$ cat src/rtl/line_card_ingress_scheduler_pkg.sv
// Line card shared types.
// Pointer type, scheduler states, default port count.
package line_card_ingress_scheduler_pkg;

  localparam int LC_NUM_PORTS = 24;
  localparam int LC_PTR_BITS  = 13;

  typedef logic [LC_PTR_BITS-1:0] ingress_ptr_t;

  typedef enum logic [1:0] {
    IDLE,
    ARB,
    OFFER,
    BUSY
  } sched_state_t;

endpackage

$ cat src/rtl/round_robin_encoder.sv
// Rotating priority encoder.
// Lowest pending port at or after last+1 wins.
module round_robin_encoder #(
  parameter int N  = 24,
  parameter int PB = $clog2(N)
) (
  input  logic [N-1:0]  pending,
  input  logic [PB-1:0] last,
  output logic [PB-1:0] winner,
  output logic          any
);

  int          idx;
  logic [PB-1:0] sel;

  // scan from farthest to nearest so the nearest hit is kept
  always_comb begin
    winner = '0;
    any    = 1'b0;
    idx    = 0;
    sel    = '0;
    for (int k = N - 1; k >= 0; k--) begin
      idx = (int'(last) + 1 + k) % N;
      sel = PB'(idx);
      if (pending[sel]) begin
        winner = sel;
        any    = 1'b1;
      end
    end
  end

endmodule

$ cat src/rtl/line_card_ingress_scheduler.sv
// Round-robin read-port scheduler for ingress FIFOs.
// One whole-frame grant at a time, with a watchdog.
module line_card_ingress_scheduler
  import line_card_ingress_scheduler_pkg::*;
#(
  parameter int NUM_PORTS      = LC_NUM_PORTS,
  parameter int PTR_BITS       = LC_PTR_BITS,
  parameter int TIMEOUT_CYCLES = 4096,
  localparam int PORT_BITS     = $clog2(NUM_PORTS)
) (
  input  logic                               clk,
  input  logic                               rst,
  input  logic [NUM_PORTS-1:0][PTR_BITS-1:0] wr_ptr_committed,
  input  logic [NUM_PORTS-1:0][PTR_BITS-1:0] rd_ptr,
  input  logic [NUM_PORTS-1:0]               rd_ptr_reset,
  output logic                               grant_valid,
  output logic [PORT_BITS-1:0]               grant_port,
  input  logic                               grant_ready,
  input  logic                               frame_done,
  output logic                               busy,
  output logic                               timeout_err,
  output logic [PORT_BITS-1:0]               timeout_port
);

  localparam int WD_BITS = $clog2(TIMEOUT_CYCLES);
  localparam logic [WD_BITS-1:0] WD_LAST =
    WD_BITS'(TIMEOUT_CYCLES - 1);
  localparam logic [PORT_BITS-1:0] LAST_INIT =
    PORT_BITS'(NUM_PORTS - 1);

  sched_state_t         state_q, state_d;
  logic [NUM_PORTS-1:0] pending_q, pending_d;
  logic [PORT_BITS-1:0] last_port_q, last_port_d;
  logic [PORT_BITS-1:0] grant_port_q, grant_port_d;
  logic [WD_BITS-1:0]   wd_q, wd_d;
  logic                 timeout_err_q, timeout_err_d;
  logic [PORT_BITS-1:0] timeout_port_q, timeout_port_d;

  logic [PORT_BITS-1:0] rr_winner;
  logic                 rr_any;

  round_robin_encoder #(
    .N  (NUM_PORTS),
    .PB (PORT_BITS)
  ) u_rr (
    .pending (pending_q),
    .last    (last_port_q),
    .winner  (rr_winner),
    .any     (rr_any)
  );

  // nonempty and not held in reset; full wrap differs in MSB
  always_comb begin
    pending_d = '0;
    for (int i = 0; i < NUM_PORTS; i++) begin
      pending_d[i] = (wr_ptr_committed[i] != rd_ptr[i])
                     && !rd_ptr_reset[i];
    end
  end

  // next state, grant bookkeeping and watchdog
  always_comb begin
    state_d        = state_q;
    last_port_d    = last_port_q;
    grant_port_d   = grant_port_q;
    wd_d           = wd_q;
    timeout_err_d  = 1'b0;
    timeout_port_d = timeout_port_q;
    unique case (state_q)
      IDLE: begin
        if (|pending_q) state_d = ARB;
      end
      ARB: begin
        if (rr_any) begin
          grant_port_d = rr_winner;
          state_d      = OFFER;
        end else begin
          state_d = IDLE;
        end
      end
      OFFER: begin
        if (grant_ready) begin
          state_d = BUSY;
          wd_d    = '0;
        end else if (rd_ptr_reset[grant_port_q]) begin
          state_d = ARB;
        end
      end
      BUSY: begin
        wd_d = wd_q + WD_BITS'(1);
        if (frame_done) begin
          last_port_d = grant_port_q;
          state_d     = (|pending_q) ? ARB : IDLE;
        end else if (wd_q == WD_LAST) begin
          timeout_err_d  = 1'b1;
          timeout_port_d = grant_port_q;
          last_port_d    = grant_port_q;
          state_d        = IDLE;
        end
      end
      default: state_d = IDLE;
    endcase
  end

  // state and bookkeeping registers
  always_ff @(posedge clk) begin
    if (rst) begin
      state_q        <= IDLE;
      pending_q      <= '0;
      last_port_q    <= LAST_INIT;
      grant_port_q   <= '0;
      wd_q           <= '0;
      timeout_err_q  <= 1'b0;
      timeout_port_q <= '0;
    end else begin
      state_q        <= state_d;
      pending_q      <= pending_d;
      last_port_q    <= last_port_d;
      grant_port_q   <= grant_port_d;
      wd_q           <= wd_d;
      timeout_err_q  <= timeout_err_d;
      timeout_port_q <= timeout_port_d;
    end
  end

  assign grant_valid  = (state_q == OFFER);
  assign busy         = (state_q == BUSY);
  assign grant_port   = grant_port_q;
  assign timeout_err  = timeout_err_q;
  assign timeout_port = timeout_port_q;

endmodule

$ cat config.mk
export PLATFORM = sky130hd
export DESIGN_NAME = line_card_ingress_scheduler
export DESIGN_NICKNAME = d
export VERILOG_FILES = /design/src/rtl/line_card_ingress_scheduler_pkg.sv /design/src/rtl/round_robin_encoder.sv /design/src/rtl/line_card_ingress_scheduler.sv
export SDC_FILE = /design/constraint.sdc
export NUM_CORES = 1
export LEC_CHECK = 0
export ABC_AREA = 1
export BUFFER_PORTS_ARGS = -buffer_cell sky130_fd_sc_hd__buf_2
export CAP_MARGIN = 15
export CORE_AREA = 2 2 256 258
export CTS_CLUSTER_SIZE = 24
export DETAILED_ROUTE_END_ITERATION = 16
export DIE_AREA = 0 0 258 260
export PLACE_DENSITY = 0.41
export SKIP_LAST_GASP = 1
export SLEW_MARGIN = 25
export SYNTH_ARGS = -nofsm -noshare
export SYNTH_HDL_FRONTEND = slang
export SYNTH_SLANG_ARGS = --single-unit
$ cat constraint.sdc
create_clock -name clk -period 5.7 [get_ports clk]
set_input_delay 0.57 -clock clk [delete_from_list [all_inputs] [get_ports clk]]
set_output_delay 0.57 -clock clk [all_outputs]
set_load 0.1 [all_outputs]
# ---- Yosys cells after proc, flatten, opt, wreduce, memory -nomap -nowiden
# Cells that the tools add are included.
dict set report totals {
  register_bits 54
  in_bits 652
  output_inout_bits 13
  wordCells 284
}
dict set report classes {
  addsub 25
  div_mod_pow 24
  order_cmp 25
  eq_ne 32
  muxes 111
  bitwise 2
  reduce_logical 58
}
# op n
set op_table {}
lappend op_table {{modulo 32 x 6 -> 32 bit, second input constant} 24}
lappend op_table {{!= test 13 bit} 24}
lappend op_table {{adder 32 x 5 -> 32 bit, second input constant} 8}
lappend op_table {{adder 32 x 6 -> 32 bit, second input constant} 7}
lappend op_table {{less-than comparator 5 x 6 -> 1 bit, second input constant} 25}
lappend op_table {{2-to-1 mux 5 bit} 26}
lappend op_table {{adder 32 x 4 -> 32 bit, second input constant} 4}
lappend op_table {{binary-select mux 1 bit (select 5 bit)} 25}
lappend op_table {{adder 32 x 3 -> 32 bit, second input constant} 2}
lappend op_table {{2-to-1 mux 1 bit} 51}
lappend op_table {{adder 32 x 2 -> 32 bit, second input constant} 1}
lappend op_table {{logical AND 1 bit} 24}
lappend op_table {{logical NOT 1 bit} 24}
lappend op_table {{case mux 12 bit (2 select lines)} 1}
lappend op_table {{OR reduction 24 bit} 1}
lappend op_table {{adder 12 x 1 -> 12 bit, second input constant} 1}
lappend op_table {{== test 12 bit, second input constant} 1}
lappend op_table {{2-to-1 mux 12 bit} 1}
lappend op_table {{2-to-1 mux 2 bit} 6}
lappend op_table {{case mux 2 bit (4 select lines)} 1}
lappend op_table {{adder 6 x 5 -> 7 bit, second input constant} 1}
lappend op_table {{adder 5 x 1 -> 6 bit, second input constant} 1}
lappend op_table {{AND reduction 2 bit} 3}
lappend op_table {{AND reduction 3 bit} 2}
lappend op_table {{other kinds (10)} 13}

# ---- Logic depth before layout (Yosys ltp)
dict set report logic_depth {
  word_depth 31
  depth_mapped 58
  ltp_nobuf 56
}

# ---- Hierarchy
# From an unflattened synthesis, not the netlist that was laid out.
dict set report unflattened {
  hier_cells 2497
  hier_area_um2 14256.2
}
# module instances cells_per_inst area_per_inst_um2 seq_area_each_um2
set by_module_without_submodules {}
lappend by_module_without_submodules {round_robin_encoder 1 1632 8224.1 0.0}
lappend by_module_without_submodules {line_card_ingress_scheduler 1 865 6032.0 1081.0}

# ---- Worst setup path before layout
# No wires, ideal clock.
dict set report synth_path {
  path_type {register to register}
  start {register last_port_q[1]}
  end {register grant_port_q[3] (netlist: grant_port[3])}
  setup_ns 0.131
  arrival_time_ns 5.630
  required_time_ns 5.569
  setup_slack_ns -0.061
  path_stages_with_launch 54
  path_buffers 2
  synth_period_minus_slack_ns 5.761
  path_cell_list {dfxtp_1 ha_1 nand2_1 nand2_2 buf_1 inv_1 ha_1 buf_2 nand2_1 inv_1 nor2_2 inv_1 a21oi_1 inv_1 ha_1 nand3b_1 nand2_1 nand3_1 [... 18 more ...] nand2_1 nand2_1 nand2_1 nand2_1 nand2_1 nand2_1 nand2_1 nand2_1 nand2_1 nand2_1 nand2_1 nand2_1 nand2_1 nand2_1 nand2_1 nand2_1 nand2_1 a21oi_2}
}
dict set report synth_between {
  elab_chain_cells 30
  elab_cells_between_ends 145
  classes_between {24 x add/sub; 24 x div; 96 x mux; 1 x reduce/logical}
}
# element line
set synth_lines {}
lappend synth_lines {{start: declaration} line_card_ingress_scheduler.sv:33} ;# logic [PORT_BITS-1:0] last_port_q, last_port_d;
lappend synth_lines {{start signal: assignment} line_card_ingress_scheduler.sv:118} ;# last_port_q <= last_port_d;
lappend synth_lines {{adder 5 x 1 -> 6 bit *} round_robin_encoder.sv:23} ;# idx = (int'(last) + 1 + k) % N;
lappend synth_lines {{parallel branches: the longest is 29 deep, another holds adder 32 x 6 -> 32 bit} -}
lappend synth_lines {{end signal: assignment} line_card_ingress_scheduler.sv:119} ;# grant_port_q <= grant_port_d;
lappend synth_lines {{end: declaration} line_card_ingress_scheduler.sv:34} ;# logic [PORT_BITS-1:0] grant_port_q, grant_port_d;
# Mark *: on every way between the ends. The select of a mux whose other input is x is not followed.
# A chain may end at the register's enable or synchronous reset.

# ---- Worst setup path in the final report
dict set report layout_path {
  start {register last_port_q[0]}
  end {register grant_port_q[0] (netlist: grant_port[0])}
}
# The elaborated chain is that of the path after synthesis.

==> results.json <==
{
  "regArea_sq_mm": 0.00109,
  "min_period_ns": 5.16,
  "critPathBufInv": 10,
  "hpwl_mm": 88.6,
  "total_power_mw": 7.08,
  "crit_path_end_kind": "flip-flop",
  "drc": 0,
  "grt_pass1_vias": 18100,
  "status": "completed",
  "syn_inst": 2421,
  "p_leak_nw": 10.2,
  "slew_headroom_pct": 32.6,
  "initial_core_util_pct": 21.6,
  "drive_above_1_share_pct": 31.4,
  "fin_nets": 3933,
  "crit_fanout": 7,
  "yosysSeqAreaShare_pct": 7.81,
  "cts_made_buffers": 5,
  "cts_hold_buf": 0,
  "dominantRegCellSynth": "dfxtp_1",
  "yosysTopAreaCellShare_pct": 17.0,
  "critical_path.max_stage_delay_ns": 0.39,
  "vias": 19400,
  "setup_viol": 0,
  "synth-edff-count": 0,
  "arrival_ns": 5.33,
  "hold_path_class": "input pin to flip-flop",
  "critPathSlowestCell": "dfxtp_4",
  "worst_slew_pin_slew_ns": 1.00,
  "fp.dieW_um": 258,
  "syn2layout_area_growth_pct": 43.1,
  "finalWeightedCongestion": 1.01,
  "ys_types": 65,
  "viasPerCell": 4.73,
  "hold_viol": 0,
  "drv_slew": 0,
  "grt_max_degree": 52,
  "clk_latency_ns": 0.31,
  "synth_most_common_cell": "nand2_1",
  "antenna_found_initial": 38,
  "grt_pass1_wl_mm": 133,
  "placementRows": 93,
  "async_reset_ff_share_pct": 0,
  "antenna_left": 0,
  "synth-seq-cells": 54,
  "crit_type": "flip-flop to flip-flop",
  "multiInputGateArea_sq_mm": 0.0114,
  "clock_skew_ns": 0.0140,
  "routedWlPerCell_um": 23.8,
  "synth_top_area_cell": "nand2_1",
  "yosysWarnings": 0,
  "io_buffer_count": 664,
  "dr.first_iter.drc_count": 1782,
  "die_y_um": 260,
  "detail_route.wirelength_mm": 97.9,
  "cpLargestDelayFamily": "simple AND/OR/NAND/NOR gates",
  "track_usage_pct": 27.9,
  "vdd_drop_max_mv": 0.180,
  "h-tree-depth": 2,
  "cts_sinks": 54,
  "clk_path_buf_depth": 2,
  "crit_top_cell": "nand2_1",
  "cts_tree": "yes",
  "start_kind": "flip-flop",
  "syn_nets": 3127,
  "synth_common_cells": "nand2_1, inv_1, xnor2_1",
  "hold_ws_ns": 0.437,
  "synth_area_leaders": "nand2_1, xnor2_1, inv_1",
  "cts_root_buf": "clkbuf_16",
  "die_area_sq_mm": 0.0671,
  "drt_first_pass_iters": 6,
  "overflow": 0,
  "cellPowerDensity_mw_per_mm2": 358,
  "required_ns": 5.87,
  "ioPinCount": 665,
  "drv_cap": 0,
  "max_freq_mhz": 194,
  "syn_area_sq_mm": 0.0138,
  "syn_area_per_cell_sq_um": 5.71,
  "fin_crit_sh_pct": 90.5,
  "num-fill-cells": 7450,
  "cts.clk_slew.worst_paths_ns": 0.08,
  "core-area_sq_mm": 0.0641
}
-- cells by family after synthesis --
| family | after synthesis | synth area share (%) |
|---|---|---|
| AO/OA/AOI/OAI | 392 | 16.4 |
| XOR/XNOR | 298 | 19.2 |
| adder cells (fa/ha/maj) | 54 | 4.88 |
| buffers and inverters | 407 | 11.5 |
| flip-flops | 54 | 7.81 |
| multiplexers | 13 | 0.941 |
| AND/OR/NAND/NOR | 1203 | 39.3 |
-- metrics by stage --
step / setup TNS, ns / util, % / cell area [sq um] / std cells / setup WS (ns)
2_1_floorplan: 0 / - / 13800 / 2421 / 0.267
3_3_place_gp: 0 / 30.0 / 19200 / 4059 / 0.226
3_5_place_dp: 0 / 30.0 / 19200 / 4059 / 0.168
4_1_cts: 0 / 30.2 / 19400 / 4066 / 0.141
5_1_grt: -0.0703 / 30.8 / 19700 / 4090 / -0.0367
6_report: 0 / 30.9 / 19800 / 4109 / 0.544
-- what timing repair did --
action,in CTS,in global routing
buffers inserted,0,16
resized for setup,0,65
setup endpoints to repair,0,6
-- flip-flops by register name, indices dropped and copies added, names as in the netlist --
signal        cells
state_q           2
timeout_port      5
last_port_q       5
grant_port        5
timeout_err       1
pending_q        24
wd_q             12
-- power breakdown --
| part | internal, mW | total, mW | switching [mW] |
|---|---|---|---|
| clock network | 0.162 | 0.319 | 0.157 |
| logic | 2.33 | 6.31 | 3.98 |
| registers | 0.405 | 0.458 | 0.0535 |
-- area by class of cell --
| type | count | share of cell area [%] |
|---|---|---|
| Clock buffer | 5 | 0.632 |
| Inverter | 367 | 7.03 |
| Sequential cell | 54 | 5.51 |
| Tap cell | 855 | 5.40 |
| Antenna cell | 27 | 0.341 |
| Timing Repair Buffer | 839 | 23.5 |
| Multi-Input combinational cell | 1960 | 57.5 |
| Clock inverter | 2 | 0.0695 |
-- placed cells by master (no fill, tap or decap), types with 29 or more instances in the layout --
master,netlist,routed
buf_2,5,664
nand2_1,627,619
inv_1,347,343
xnor2_1,231,230
o21ai_0,179,174
buf_4,5,173
nor2_1,173,168
nand3_1,143,142
a21oi_1,91,89
nand4_1,76,76
xor2_1,63,60
dfxtp_1,54,50
ha_1,54,46
nor3_1,37,36
o21ai_1,30,32
nor4_1,35,32
or2_2,29,29
-- final timing paths --
path,startpoint,cells after the start,slack (ns),end
worst max-delay path,last_port_q[0],33,0.54,grant_port[0]
worst min-delay path,rd_ptr_reset[6],2,0.44,pending_q[6]
worst max register to register,last_port_q[0],33,0.54,grant_port[0]
worst min register to register,wd_q[11],1,0.48,wd_q[11]
-- worst reg2reg max path: cells and delay by family, from the launching register on --
kind / cells / cell delay, ns
buffers and inverters: 10 / 1.36
AOI/OAI and AO/OA: 7 / 1.14
DFF: 1 / 0.39
adders and majority gates: 2 / 0.40
and+or+nand+nor: 14 / 1.73
-- per-layer routing --
layer	up-vias	global-route usage, %	share of wire, %
li1	9504	-	-
met1	9003	39.3	45
met2	831	42.1	43
met3	78	8.28	10
met4	16	5.03	1.6
met5	-	0	0.27
No activity file was read; power rests on OpenSTA's default activity.
